$ cat config.mk
export PLATFORM = sky130hd
export DESIGN_NAME = rom_arbiter_8ch_flat
export DESIGN_NICKNAME = d
export VERILOG_FILES = /design/src/rtl/rom_arbiter_8ch_pkg.sv /design/src/rtl/rom_arbiter_8ch_if.sv /design/src/rtl/rom_arbiter_8ch_rr_pick.sv /design/src/rtl/rom_arbiter_8ch.sv /design/src/flat_wrapper.sv
export SDC_FILE = /design/constraint.sdc
export NUM_CORES = 1
export LEC_CHECK = 0
export CAP_MARGIN = 20
export CORE_MARGIN = 4
export CORE_UTILIZATION = 44
export CTS_BUF_LIST = sky130_fd_sc_hd__clkbuf_8
export CTS_CLUSTER_DIAMETER = 60
export CTS_CLUSTER_SIZE = 16
export DETAILED_ROUTE_END_ITERATION = 8
export PLACE_DENSITY = 0.89
export SETUP_SLACK_MARGIN = 0.05
export SLEW_MARGIN = 15
export SYNTH_ARGS = -nofsm -noshare
export SYNTH_HDL_FRONTEND = slang
export SYNTH_SLANG_ARGS = --single-unit
$ cat constraint.sdc
create_clock -name i_clk -period 4 [get_ports i_clk]
set_input_delay 1 -clock i_clk [delete_from_list [all_inputs] [get_ports i_clk]]
set_output_delay 1 -clock i_clk [all_outputs]
set_load 0.05 [all_outputs]
$ cat src/rtl/rom_arbiter_8ch_pkg.sv
// Shared constants and helpers for the 8-channel ROM read arbiter.
package rom_arb_pkg;

  localparam int unsigned NUM_CH      = 8;
  localparam int unsigned CH_IDX_W    = 3;
  localparam int unsigned ROM_LATENCY = 1;
  localparam int unsigned PIPE_DEPTH  = 2;

  // One-hot to binary index; an all-zero input maps to index 0.
  function automatic logic [CH_IDX_W-1:0] onehot_to_idx(input logic [NUM_CH-1:0] oh);
    logic [CH_IDX_W-1:0] idx;
    idx = '0;
    for (int unsigned i = 0; i < NUM_CH; i++) begin
      if (oh[i]) idx = idx | CH_IDX_W'(i);
    end
    return idx;
  endfunction

endpackage

$ cat src/rtl/rom_arbiter_8ch_if.sv
// Requester/ROM-side bundle of the 8-channel ROM read arbiter.
interface rom_arbiter_8ch_if #(
  parameter int unsigned ADDR_WIDTH = 9,
  parameter int unsigned DATA_WIDTH = 8
);
  import rom_arb_pkg::*;

  logic [NUM_CH-1:0]            i_ch_en;
  logic [NUM_CH-1:0]            i_req;
  logic [NUM_CH*ADDR_WIDTH-1:0] i_addr;
  logic [NUM_CH-1:0]            o_ack;
  logic                         o_rom_en;
  logic [ADDR_WIDTH-1:0]        o_rom_addr;
  logic [DATA_WIDTH-1:0]        i_rom_data;
  logic [DATA_WIDTH-1:0]        o_data;
  logic [NUM_CH-1:0]            o_valid;
  logic                         o_busy;

  modport slave (
    input  i_ch_en, i_req, i_addr, i_rom_data,
    output o_ack, o_rom_en, o_rom_addr, o_data, o_valid, o_busy
  );

  modport master (
    output i_ch_en, i_req, i_addr, i_rom_data,
    input  o_ack, o_rom_en, o_rom_addr, o_data, o_valid, o_busy
  );

endinterface

$ cat src/rtl/rom_arbiter_8ch_rr_pick.sv
// Rotate-priority picker: first eligible channel at or after ptr, wrapping 7->0.
module rr_pick_8
  import rom_arb_pkg::*;
(
  input  logic [NUM_CH-1:0]   elig_i,
  input  logic [CH_IDX_W-1:0] ptr_i,
  output logic [NUM_CH-1:0]   grant_c_o,
  output logic [CH_IDX_W-1:0] idx_c_o,
  output logic                any_c_o
);

  logic [2*NUM_CH-1:0] rot_dbl_c;
  logic [2*NUM_CH-1:0] back_dbl_c;
  logic [NUM_CH-1:0]   rot_c;
  logic [NUM_CH-1:0]   first_c;

  // Rotate so ptr sits at bit 0, isolate lowest set bit, rotate back.
  always_comb begin
    rot_dbl_c  = {elig_i, elig_i} >> ptr_i;
    rot_c      = rot_dbl_c[NUM_CH-1:0];
    first_c    = rot_c & (~rot_c + NUM_CH'(1));
    back_dbl_c = {first_c, first_c} << ptr_i;
    grant_c_o  = back_dbl_c[2*NUM_CH-1:NUM_CH];
    idx_c_o    = onehot_to_idx(grant_c_o);
    any_c_o    = |elig_i;
  end

endmodule

$ cat src/rtl/rom_arbiter_8ch.sv
// Round-robin arbiter sharing one registered-output ROM read port among 8 channels.
module rom_arbiter_8ch
  import rom_arb_pkg::*;
#(
  parameter int unsigned ADDR_WIDTH = 9,
  parameter int unsigned DATA_WIDTH = 8
) (
  input logic               i_clk,
  input logic               i_rst,
  rom_arbiter_8ch_if.slave  bus
);

  logic [NUM_CH-1:0]     elig_c;
  logic [NUM_CH-1:0]     grant_c;
  logic [CH_IDX_W-1:0]   idx_c;
  logic                  any_c;
  logic [ADDR_WIDTH-1:0] sel_addr_c;

  logic [CH_IDX_W-1:0]   ptr_q, ptr_d;
  logic [NUM_CH-1:0]     ack_q;
  logic [NUM_CH-1:0]     tag1_q;
  logic [NUM_CH-1:0]     tag2_q;
  logic [NUM_CH-1:0]     valid_q;
  logic                  rom_en_q;
  logic [ADDR_WIDTH-1:0] rom_addr_q, rom_addr_d;
  logic [DATA_WIDTH-1:0] data_q, data_d;
  logic                  busy_q, busy_d;

  // Last cycle's winner is masked so a requester still dropping req is not re-granted.
  assign elig_c = bus.i_req & bus.i_ch_en & ~ack_q;

  rr_pick_8 u_pick (
    .elig_i    (elig_c),
    .ptr_i     (ptr_q),
    .grant_c_o (grant_c),
    .idx_c_o   (idx_c),
    .any_c_o   (any_c)
  );

  always_comb begin
    sel_addr_c = '0;
    for (int unsigned k = 0; k < NUM_CH; k++) begin
      if (grant_c[k]) sel_addr_c = bus.i_addr[k*ADDR_WIDTH +: ADDR_WIDTH];
    end
  end

  always_comb begin
    ptr_d      = ptr_q;
    rom_addr_d = rom_addr_q;
    data_d     = data_q;
    if (any_c) begin
      ptr_d      = idx_c + CH_IDX_W'(1);
      rom_addr_d = sel_addr_c;
    end
    if (|tag2_q) data_d = bus.i_rom_data;
    // Busy mirrors the tag registers as they will be after this edge.
    busy_d = (|grant_c) | (|tag1_q);
  end

  always_ff @(posedge i_clk or posedge i_rst) begin
    if (i_rst) begin
      ptr_q      <= '0;
      ack_q      <= '0;
      tag1_q     <= '0;
      tag2_q     <= '0;
      valid_q    <= '0;
      rom_en_q   <= 1'b0;
      rom_addr_q <= '0;
      data_q     <= '0;
      busy_q     <= 1'b0;
    end else begin
      ptr_q      <= ptr_d;
      ack_q      <= grant_c;
      tag1_q     <= grant_c;
      tag2_q     <= tag1_q;
      valid_q    <= tag2_q;
      rom_en_q   <= any_c;
      rom_addr_q <= rom_addr_d;
      data_q     <= data_d;
      busy_q     <= busy_d;
    end
  end

  assign bus.o_ack      = ack_q;
  assign bus.o_rom_en   = rom_en_q;
  assign bus.o_rom_addr = rom_addr_q;
  assign bus.o_data     = data_q;
  assign bus.o_valid    = valid_q;
  assign bus.o_busy     = busy_q;

endmodule

$ cat src/flat_wrapper.sv
// flat-port wrapper written by rule: the top's interface ports become plain ports
module rom_arbiter_8ch_flat import rom_arb_pkg::*;
#(
  parameter int unsigned ADDR_WIDTH = 9,
  parameter int unsigned DATA_WIDTH = 8
)
  (i_clk, i_rst, bus_i_ch_en, bus_i_req, bus_i_addr, bus_i_rom_data, bus_o_ack, bus_o_rom_en, bus_o_rom_addr, bus_o_data, bus_o_valid, bus_o_busy);
  rom_arbiter_8ch_if #(.ADDR_WIDTH(ADDR_WIDTH), .DATA_WIDTH(DATA_WIDTH)) bus_i ();
  input logic i_clk;
  input logic i_rst;
  input wire logic [$bits(bus_i.i_ch_en)-1:0] bus_i_ch_en;
  input wire logic [$bits(bus_i.i_req)-1:0] bus_i_req;
  input wire logic [$bits(bus_i.i_addr)-1:0] bus_i_addr;
  input wire logic [$bits(bus_i.i_rom_data)-1:0] bus_i_rom_data;
  output wire logic [$bits(bus_i.o_ack)-1:0] bus_o_ack;
  output wire logic [$bits(bus_i.o_rom_en)-1:0] bus_o_rom_en;
  output wire logic [$bits(bus_i.o_rom_addr)-1:0] bus_o_rom_addr;
  output wire logic [$bits(bus_i.o_data)-1:0] bus_o_data;
  output wire logic [$bits(bus_i.o_valid)-1:0] bus_o_valid;
  output wire logic [$bits(bus_i.o_busy)-1:0] bus_o_busy;
  assign bus_i.i_ch_en = bus_i_ch_en;
  assign bus_i.i_req = bus_i_req;
  assign bus_i.i_addr = bus_i_addr;
  assign bus_i.i_rom_data = bus_i_rom_data;
  assign bus_o_ack = bus_i.o_ack;
  assign bus_o_rom_en = bus_i.o_rom_en;
  assign bus_o_rom_addr = bus_i.o_rom_addr;
  assign bus_o_data = bus_i.o_data;
  assign bus_o_valid = bus_i.o_valid;
  assign bus_o_busy = bus_i.o_busy;
  rom_arbiter_8ch #(.ADDR_WIDTH(ADDR_WIDTH), .DATA_WIDTH(DATA_WIDTH)) u_core (.i_clk(i_clk), .i_rst(i_rst), .bus(bus_i));
endmodule
* Word-level counts from Yosys, hierarchy flattened
Cells that the tools add are included.
** Operators by class
- Add/subtract/negate cells :: 2
- Shifts and indexed selects :: 2
- Muxes and demuxes :: 15
- Bitwise gates (word level) :: 6
- Reduce and logical (&&, ||, !) cells :: 4
** Operators with widths (number)
- 9-bit 2-to-1 mux :: 8
- 8-bit OR reduction :: 4
- 8-bit AND :: 3
- 8-bit NOT :: 2
- 16-bit by 3-bit left shift with 16-bit output :: 1
- 16-bit by 3-bit right shift with 8-bit output :: 1
- 3-bit 2-to-1 mux :: 4
- 8-bit by 1-bit adder with 8-bit output, second input constant :: 1
- 2-bit 2-to-1 mux :: 2
- 3-bit by 1-bit adder with 3-bit output, second input constant :: 1
- 1-bit 2-to-1 mux :: 1
- 1-bit bitwise OR :: 1
** Storage, ports and cells
- Flip-flop bits (word level) :: 46
- Input bits :: 98
- Output and inout port bits :: 35
- Word-level logic and storage cells :: 37

* Logic depth before layout (Yosys ltp)
Gate-level depths: netlist of the first run.
- Word-level depth :: 15
- Depth in mapped cells :: 17
- Mapped depth without buffers :: 13

* Modules after synthesis
Synthesis of the first run repeated with hierarchy kept, for this count alone.
** Second synthesis, totals
- Cells, all modules :: 305
- Area, all modules :: 3024.2 um^2
** Modules (own cells, without submodules)
- rom_arbiter_8ch :: instances 1, cells each 183, area an instance 2137.0 um^2, seq. area each 1151.1 um^2
- rr_pick_8 :: instances 1, cells each 122, area an instance 887.1 um^2, seq. area each 0.0 um^2

* Worst setup path before layout of the first run
No wires, ideal clock.
- Path type :: input port to flip-flop
- From :: input port bus_i_ch_en[4]
- To :: register u_core.ptr_q[1]
- Library setup time :: 125 ps
- Data arrival time :: 3830 ps
- Data required time :: 3875 ps
- Setup slack :: 45 ps
- Cell stages on the path :: 14
- Path buffers :: 2
- Path through :: and3b_1 > buf_6 > mux2_4 > mux4_2 > a211oi_4 > nand3_2 > o22a_1 > mux2_2 > inv_1 > buf_2 > nor3_1 > nand2_1 > ha_1 > mux2_2
** Between the ends
- Elaborated cells on any way between the ends :: 16
- Classes of those cells :: 2 x add/sub; 2 x shift; 7 x mux; 4 x bitwise; 1 x reduce/logical
** RTL lines
- start: declaration :: line flat_wrapper.sv:11 : input wire logic [$bits(bus_i.i_ch_en)-1:0] bus_i_ch_en;
- 8-bit AND * (2 in a row) :: line rom_arbiter_8ch.sv:30 : assign elig_c = bus.i_req & bus.i_ch_en & ~ack_q;
- 16-bit by 3-bit right shift with 8-bit output * :: line rom_arbiter_8ch_rr_pick.sv:19 : rot_dbl_c = {elig_i, elig_i} >> ptr_i;
- 8-bit NOT :: line rom_arbiter_8ch_rr_pick.sv:21 : first_c = rot_c & (~rot_c + NUM_CH'(1));
- 8-bit by 1-bit adder with 8-bit output :: line rom_arbiter_8ch_rr_pick.sv:21
- 8-bit AND * :: line rom_arbiter_8ch_rr_pick.sv:21
- 16-bit by 3-bit left shift with 16-bit output * :: line rom_arbiter_8ch_rr_pick.sv:22 : back_dbl_c = {first_c, first_c} << ptr_i;
- net u_core.grant_c[7] :: line rom_arbiter_8ch.sv:14 : logic [NUM_CH-1:0] grant_c;
- 3-bit 2-to-1 mux * :: line rom_arbiter_8ch_pkg.sv:14 : if (oh[i]) idx = idx | CH_IDX_W'(i);
- 3-bit by 1-bit adder with 3-bit output * :: line rom_arbiter_8ch.sv:52 : ptr_d = idx_c + CH_IDX_W'(1);
- end signal: assignment :: line rom_arbiter_8ch.sv:72 : ptr_q <= ptr_d;
- end: declaration :: line rom_arbiter_8ch.sv:19 : logic [CH_IDX_W-1:0] ptr_q, ptr_d;
The timed path passes the listed nets; every way through them passes the cells marked *.
A chain may end at the register's enable or synchronous reset.

* Worst setup path after layout of the first run
- From :: input port bus_i_ch_en[1]
- To :: register u_core.ptr_q[1]
** Between the ends
- Word-level cells in the longest chain between the ends :: 15
- Elaborated cells on any way between the ends :: 16
- Classes of those cells :: 2 x add/sub; 2 x shift; 7 x mux; 4 x bitwise; 1 x reduce/logical
** Ends and longest elaborated chain (line)
- 8-bit AND * (2 in a row) :: rom_arbiter_8ch.sv:30
- 16-bit by 3-bit right shift with 8-bit output :: rom_arbiter_8ch_rr_pick.sv:19
- 8-bit NOT :: rom_arbiter_8ch_rr_pick.sv:21
- 8-bit by 1-bit adder with 8-bit output :: rom_arbiter_8ch_rr_pick.sv:21
- 8-bit AND :: rom_arbiter_8ch_rr_pick.sv:21
- 16-bit by 3-bit left shift with 16-bit output :: rom_arbiter_8ch_rr_pick.sv:22
- 1-bit 2-to-1 mux :: rom_arbiter_8ch_pkg.sv:14
- 2-bit 2-to-1 mux (2 in a row) :: rom_arbiter_8ch_pkg.sv:14
- 3-bit 2-to-1 mux (4 in a row) :: rom_arbiter_8ch_pkg.sv:14
- 3-bit by 1-bit adder with 3-bit output :: rom_arbiter_8ch.sv:52
Every way passes the cells marked *; elsewhere a longest branch is shown, timed or not.

==> key figures, run 1 <==
Placed design
  • DPL Wire Length: 9.27 mm
  • Placer congestion estimate: 0.963
  • Place WS: -0.273 ns
  • Total placed instance area: 0.00492 mm^2
  • Port bufs: 132

Worst setup path
  • Worst EP required: 4.19 ns
  • FF-to-FF Start: u_core.ptr_q[1]
  • Slowest stage delay, CP: 0.59 ns
  • Kind of end point of the critical path: flop
  • CP startpoint kind: primary input
  • Worst path buffer plus inverter count: 3
  • CP top delay family: multiplexers
  • Max Fanout on Critical Path: 5
  • Worst EP arrival: 4.13 ns
  • Flop-to-flop setup slack: 0.26 ns
  • Crit Reg-Reg Endpoint: u_core.ptr_q[1]
  • Crit Path Category: primary input to flop
  • Worst path cell trace: clkdlybuf4s50_1, nor4bb_1, buf_4, or2_4, mux4_2, nor3_4, a21oi_4, o22a_1, mux2_4, inv_4, nor3_2, nand2_1, ha_1, mux2_2
  • Slowest-stage cell, CP: mux4_2
  • R2R cell count: 12

STA
  • RSZ-0062 raised after global routing: true
  • Fmax achieved: 253 MHz
  • Max-slew headroom: 0.385
  • Hold Vio Cnt, Final: 0
  • Final setup margin: 0.0549 ns
  • Endpoints failing setup: 0
  • Clock skew: 0.0107 ns
  • Slew @ Worst Pin: 0.920 ns
  • Setup TNS: 0 ns
  • Slew Viols, Final: 0
  • Final Critical Period: 3.95 ns
  • Part of the cycle the worst path needs: 0.986

Min path
  • Worst Hold Path EP: u_core.bus.o_valid[1]
  • Hold Path Depth: 0
  • HP Class: flop to flop
  • Hold path start: u_core.tag2_q[1]

CTS
  • Clock sink count: 46
  • CTS buffer count: 5
  • Root buffer cell: clkbuf_8
  • Clock Pin Slew Worst Setup and Hold Paths: 0.09 ns
  • CTS Buffer Depth: 2
  • H-tree levels: 2
  • CTS tree: built
  • Skew-Pair Late Insertion Delay: 0.30 ns

Floorplanning
  • Die Wd: 92.7 um
  • # IOs: 133
  • Initial Utilization: 0.459
  • Num rows: 30
  • Die area: 0.00858 mm^2
  • Die H: 92.7 um
  • Core area: 0.00687 mm^2

Layout
  • Nets: 595
  • Layout area overhead: 63.1%
  • Area occupied by registers: 0.00115 mm^2
  • Utilization after layout: 0.748
  • Post-route cell area: 0.00514 mm^2
  • Antenna Cells: 0
  • Share of cells above drive strength 1: 0.236
  • Area of the multi-input gates: 0.00193 mm^2
  • # fillers: 478

Yosys
  • Flops & latches, synth: 46
  • Syn_area_per_cell: 9.85 um^2
  • Fraction of registers with async set/reset: 1.00
  • Cells after synthesis: 320
  • Distinct cells, synth: 67
  • XOR/XNOR Fraction of Synth Area: 0.00278
  • Top_reg_cell synth: dfrtp_1
  • Adder-cell share of the synthesized area: 0.00397
  • Register area share after synthesis: 0.365
  • Synthesis Warnings: 0
  • Simple-Gate Fraction of Synth Area: 0.206
  • Mapped Nets: 419
  • Area contributors post-synth: dfrtp_1 (37%), mux4_2 (4.3%), mux2_2 (3.6%), o211ai_2 (3.2%), a211o_1 (2.8%)
  • Post-synth EDFFs: 0
  • Post-synthesis mux area share: 0.0944
  • Post-synth top area cell: dfrtp_1
  • Share of the synthesized area in the top cell type: 0.365
  • Compound-Gate Fraction of Synth Area: 0.274
  • Largest family of logic cells by synthesized area: compound AO/OA/AOI/OAI gates
  • Post-Syn Area: 0.00315 mm^2

Status
  • Status: complete, no violations

Routing
  • Final ANT Viol Nets: 0
  • DRT iter0 DRCs: 304
  • Drt via density: 6.20
  • DR DRC count: 0
  • Final Routed Wirelength: 11.9 mm
  • DRT Pass-1 Iters: 7
  • Wire per inst: 20.1 um
  • DR vias: 3,670

Global route
  • Congestion Overflow GR: 0
  • Largest net degree at the start of global routing: 47
  • Total global-route track usage: 0.271
  • Initial antenna violation count: 0
  • Vias in the first global route: 3,784
  • First-pass GRT wire length: 18.3 mm

Pwr
  • Tot Pwr: 5.10 mW
  • Worst VDD drop: 0.595 mV
  • Leak: 2.15 nW
  • PwrDens: 992 mW/mm^2

Run
  • MaxCap Viol Count: 0
[cells in the mapped netlist, types with 3 or more instances]
master	n
a211o_1	10
a21oi_1	16
a222oi_1	8
a22oi_1	11
and2_1	3
and3b_1	6
and4b_1	4
buf_2	8
buf_6	4
clkbuf_1	8
dfrtp_1	46
inv_1	10
mux2_2	10
mux4_2	6
nand2_1	23
nand2b_1	4
nand3_1	3
nand3b_1	5
nand4_1	6
nor2_1	15
nor3_1	14
nor4_1	8
o211ai_1	3
o211ai_2	8
o21ai_0	7
o221ai_1	8
o22a_1	3
o22ai_1	11
or2_1	3
[layout make-up]
type | instances | share of cell area
Multi-Input combinational cell | 241 | 0.376
Timing Repair Buffer | 192 | 0.348
Sequential cell | 46 | 0.224
Tap cell | 96 | 0.0234
Clock buffer | 6 | 0.0161
Inverter | 10 | 0.00779
Clock inverter | 1 | 0.00584
[through the flow]
stage,hold slack (ns),cells
after floorplan,0.354,320
after global placement,0.358,583
after detailed placement,0.368,583
after CTS,0.385,590
after global routing,0.396,592
final,0.381,592
[kinds of logic after synthesis]
kind of cell | Yosys count
AND/OR/NAND/NOR | 110
AO/OA/AOI/OAI | 109
flip-flops | 46
buffers and inverters | 33
multiplexers | 20
XOR/XNOR | 1
adder cells (fa/ha/maj) | 1
[per-layer routing]
layer  track usage  wire length [um]  up-vias
met5             0                 0        -
met4         0.123               448        0
met3        0.0601              1060       40
met2         0.485              5940      237
met1         0.308              4470     1760
li1              -                 -     1633
[flip-flops by register name, indices dropped and copies added, names as in the netlist]
name                   count
u_core.bus.o_ack           8
u_core.bus.o_valid         8
u_core.tag2_q              8
u_core.bus.o_busy          1
u_core.bus.o_rom_addr      9
u_core.bus.o_data          8
u_core.ptr_q               3
u_core.bus.o_rom_en        1
[worst max-delay path by stage]
stage	startpoint	endpoint	slack, ns	depth (start not counted)
floorplan	bus_i_ch_en[4]	u_core.ptr_q[1]	0.05	14
finish	bus_i_ch_en[1]	u_core.ptr_q[1]	0.05	14
CTS	bus_i_ch_en[4]	u_core.ptr_q[1]	0.03	13
global placement	bus_i_ch_en[1]	u_core.ptr_q[1]	-0.18	13
detailed placement	bus_i_req[0]	u_core.bus.o_rom_addr[5]	-0.27	13
global route	bus_i_ch_en[1]	u_core.ptr_q[1]	-0.03	13
[power by group]
group          total (mW)  internal, mW  switching, mW  leakage, nW
clock network       0.350         0.200          0.150       0.0573
logic                3.87          1.75           2.12         1.54
registers           0.879         0.660          0.219        0.562
[worst reg2reg max path: stages, from the launching register on]
cell and delay, ns:
dfrtp_1 0.89, and4bb_2 0.33, or2_0 0.24, mux4_2 0.52, a211oi_4 0.28, nand3_2 0.12
o22a_1 0.21, mux2_4 0.29, inv_4 0.08, nor3_2 0.05, nand2_1 0.11, ha_1 0.25
mux2_2 0.27
[placed cells by master (no fill, tap or decap), types with 9 or more instances in the layout]
cell type and instances:
nand2_1 23, a211o_1 10, buf_4 59, o22ai_1 11, a22oi_1 11, clkdlybuf4s50_1 131
nor2_1 12, a21oi_1 15, dfrtp_1 46, mux2_2 9, nor3_1 12
[timing repair]
action	4_1_cts	5_1_grt
buffers inserted	0	2
resized for setup	5	20
pin swaps	0	6
endpoints found under the setup margin	9	11
hold endpoints to repair	0	0
hold buffers	0	0
Note: power is estimated with default switching activity, not from simulation.
==> run 2, diff against run 1 <==
Settings changed: RECOVER_POWER set to 50.
==> run 2 against run 1 <==
The flow now finishes with violations (max-capacitance violations, max-slew violations). Sequential power hardly changed. Clock skew is 0.0010 ns higher. Power hardly changed. Combinational power hardly changed. Sequential share of layout area stayed put. Global-route usage stayed put. Hold slack hardly changed. Highest routed layer unchanged.
==> key figures, run 2 (same netlist as run 1, synthesis figures left out) <==
Status
  • Status: complete, but fails checks
  • Failing checks: max-capacitance violations, max-slew violations

STA
  • RSZ-0062 raised after global routing: true
  • Part of the cycle the worst path needs: 0.985
  • Final Critical Period: 3.94 ns
  • Clock skew: 0.0117 ns
  • Fmax achieved: 254 MHz
  • Slew @ Worst Pin: 1.67 ns
  • Slew Viols, Final: 47
  • Endpoints failing setup: 0
  • Hold Vio Cnt, Final: 0
  • Max-slew headroom: -0.115

Floorplanning
  • Die Wd: 92.7 um
  • Die area: 0.00858 mm^2
  • Die H: 92.7 um
  • # IOs: 133
  • Core area: 0.00687 mm^2
  • Num rows: 30
  • Initial Utilization: 0.459

Min path
  • HP Class: flop to flop
  • Hold Path Depth: 0

Routing
  • DR DRC count: 0
  • Wire per inst: 20.1 um
  • DRT Pass-1 Iters: 7
  • Final Routed Wirelength: 11.9 mm
  • Final ANT Viol Nets: 0
  • Drt via density: 6.16
  • DR vias: 3,647
  • DRT iter0 DRCs: 304

Worst setup path
  • Worst EP arrival: 4.13 ns
  • Kind of end point of the critical path: flop
  • CP startpoint kind: primary input
  • Crit Path Category: primary input to flop
  • Max Fanout on Critical Path: 5
  • Slowest stage delay, CP: 0.59 ns
  • Worst path buffer plus inverter count: 3
  • Worst EP required: 4.19 ns
  • WP depth: 14
  • Flop-to-flop setup slack: 0.26 ns
  • Worst path cell trace: clkdlybuf4s50_1, nor4bb_1, buf_4, or2_4, mux4_2, nor3_4, a21oi_4, o22a_1, mux2_4, inv_4, nor3_2, nand2_1, ha_1, mux2_2
  • R2R cell count: 12
  • Slowest-stage cell, CP: mux4_2
  • CP top delay family: multiplexers

Global route
  • Initial antenna violation count: 0
  • Largest net degree at the start of global routing: 47
  • Congestion Overflow GR: 0
  • First-pass GRT wire length: 18.3 mm
  • Vias in the first global route: 3,784
  • Total global-route track usage: 0.271

CTS
  • Clock sink count: 46
  • H-tree levels: 2
  • Clock Pin Slew Worst Setup and Hold Paths: 0.09 ns
  • CTS buffer count: 5
  • Root buffer cell: clkbuf_8
  • CTS Buffer Depth: 2
  • CTS tree: built
  • Skew-Pair Late Insertion Delay: 0.30 ns
  • Cts hold-fix bufs: 0

Placed design
  • Placer congestion estimate: 0.963
  • Placed cells: 583
  • Port bufs: 132
  • DPL Wire Length: 9.27 mm

Layout
  • Nets: 595
  • Most frequent cells in the layout: clkdlybuf4s50_1 (129), buf_4 (59), dfrtp_1 (46)
  • Max reg flops: 9
  • # fillers: 478
  • Area occupied by registers: 0.00115 mm^2
  • Share of cells above drive strength 1: 0.234
  • Antenna Cells: 0
  • Non-Filler Instances: 592
  • Layout area overhead: 63.1%
  • Commonest non-fill, non-tap cell in the layout: clkdlybuf4s50_1
  • Area of the multi-input gates: 0.00193 mm^2

Pwr
  • Worst VDD drop: 0.595 mV
  • Leak: 2.16 nW
  • Tot Pwr: 5.10 mW
  • PwrDens: 992 mW/mm^2

Run
  • MaxCap Viol Count: 1
-- run 2: per-layer routing --
layer | vias up | global-route usage | part of all wire
met4 | 0 | 0.123 | 0.036
met1 | 1748 | 0.308 | 0.38
li1 | 1635 | - | -
met2 | 228 | 0.485 | 0.50
met5 | - | 0 | 0
met3 | 36 | 0.0601 | 0.086
-- run 2: final timing paths --
kind / startpoint / to
setup / recovery: bus_i_ch_en[1] / u_core.ptr_q[1]
hold reg to reg: u_core.tag2_q[1] / u_core.bus.o_valid[1]
setup reg to reg: u_core.ptr_q[1] / u_core.ptr_q[1]
min in group asynchronous: i_rst / u_core.bus.o_rom_addr[2]
hold / removal: u_core.tag2_q[1] / u_core.bus.o_valid[1]
max in group asynchronous: i_rst / u_core.bus.o_valid[0]
-- run 2: power breakdown --
part           total [mW]  internal, mW  leakage (nW)  switching (mW)
Sequential          0.879         0.660         0.562           0.219
Clock               0.349         0.200        0.0573           0.149
Combinational        3.87          1.75          1.54            2.12
-- run 2: final cells by class --
class	count	area share
multi-input cells	241	0.376
repair buffers	192	0.348
flip-flops and latches	46	0.224
well taps	96	0.0234
clock buffers	6	0.0161
inverters	10	0.00779
clock inverters	1	0.00584
-- run 2: repair_timing --
action,4_1_cts,5_1_grt
buffers inserted,0,2
resized for setup,5,20
pin swaps,0,6
endpoints found under the setup margin,9,11
-- run 2: worst reg2reg max path, delay by kind of cell (launching register included) --
family          cells  cell delay (ns)
fa+ha+maj           1             0.25
compound gates      2             0.49
buf+inv             1             0.08
mux                 3             1.08
flops               1             0.88
simple gates        5             0.85
-- run 2: per-stage QoR --
step                      hold WS, ns  worst slack [ns]  utilization  setup TNS [ns]  instance area (um^2)
after global routing            0.396           -0.0261        0.748         -0.0261                  5140
after global placement          0.358            -0.179        0.717           -1.79                  4920
after CTS                       0.385            0.0341        0.735               0                  5050
after floorplan                 0.354            0.0501            -               0                  3160
final                           0.381            0.0582        0.748               0                  5140
after detailed placement        0.368            -0.273        0.717           -2.65                  4920
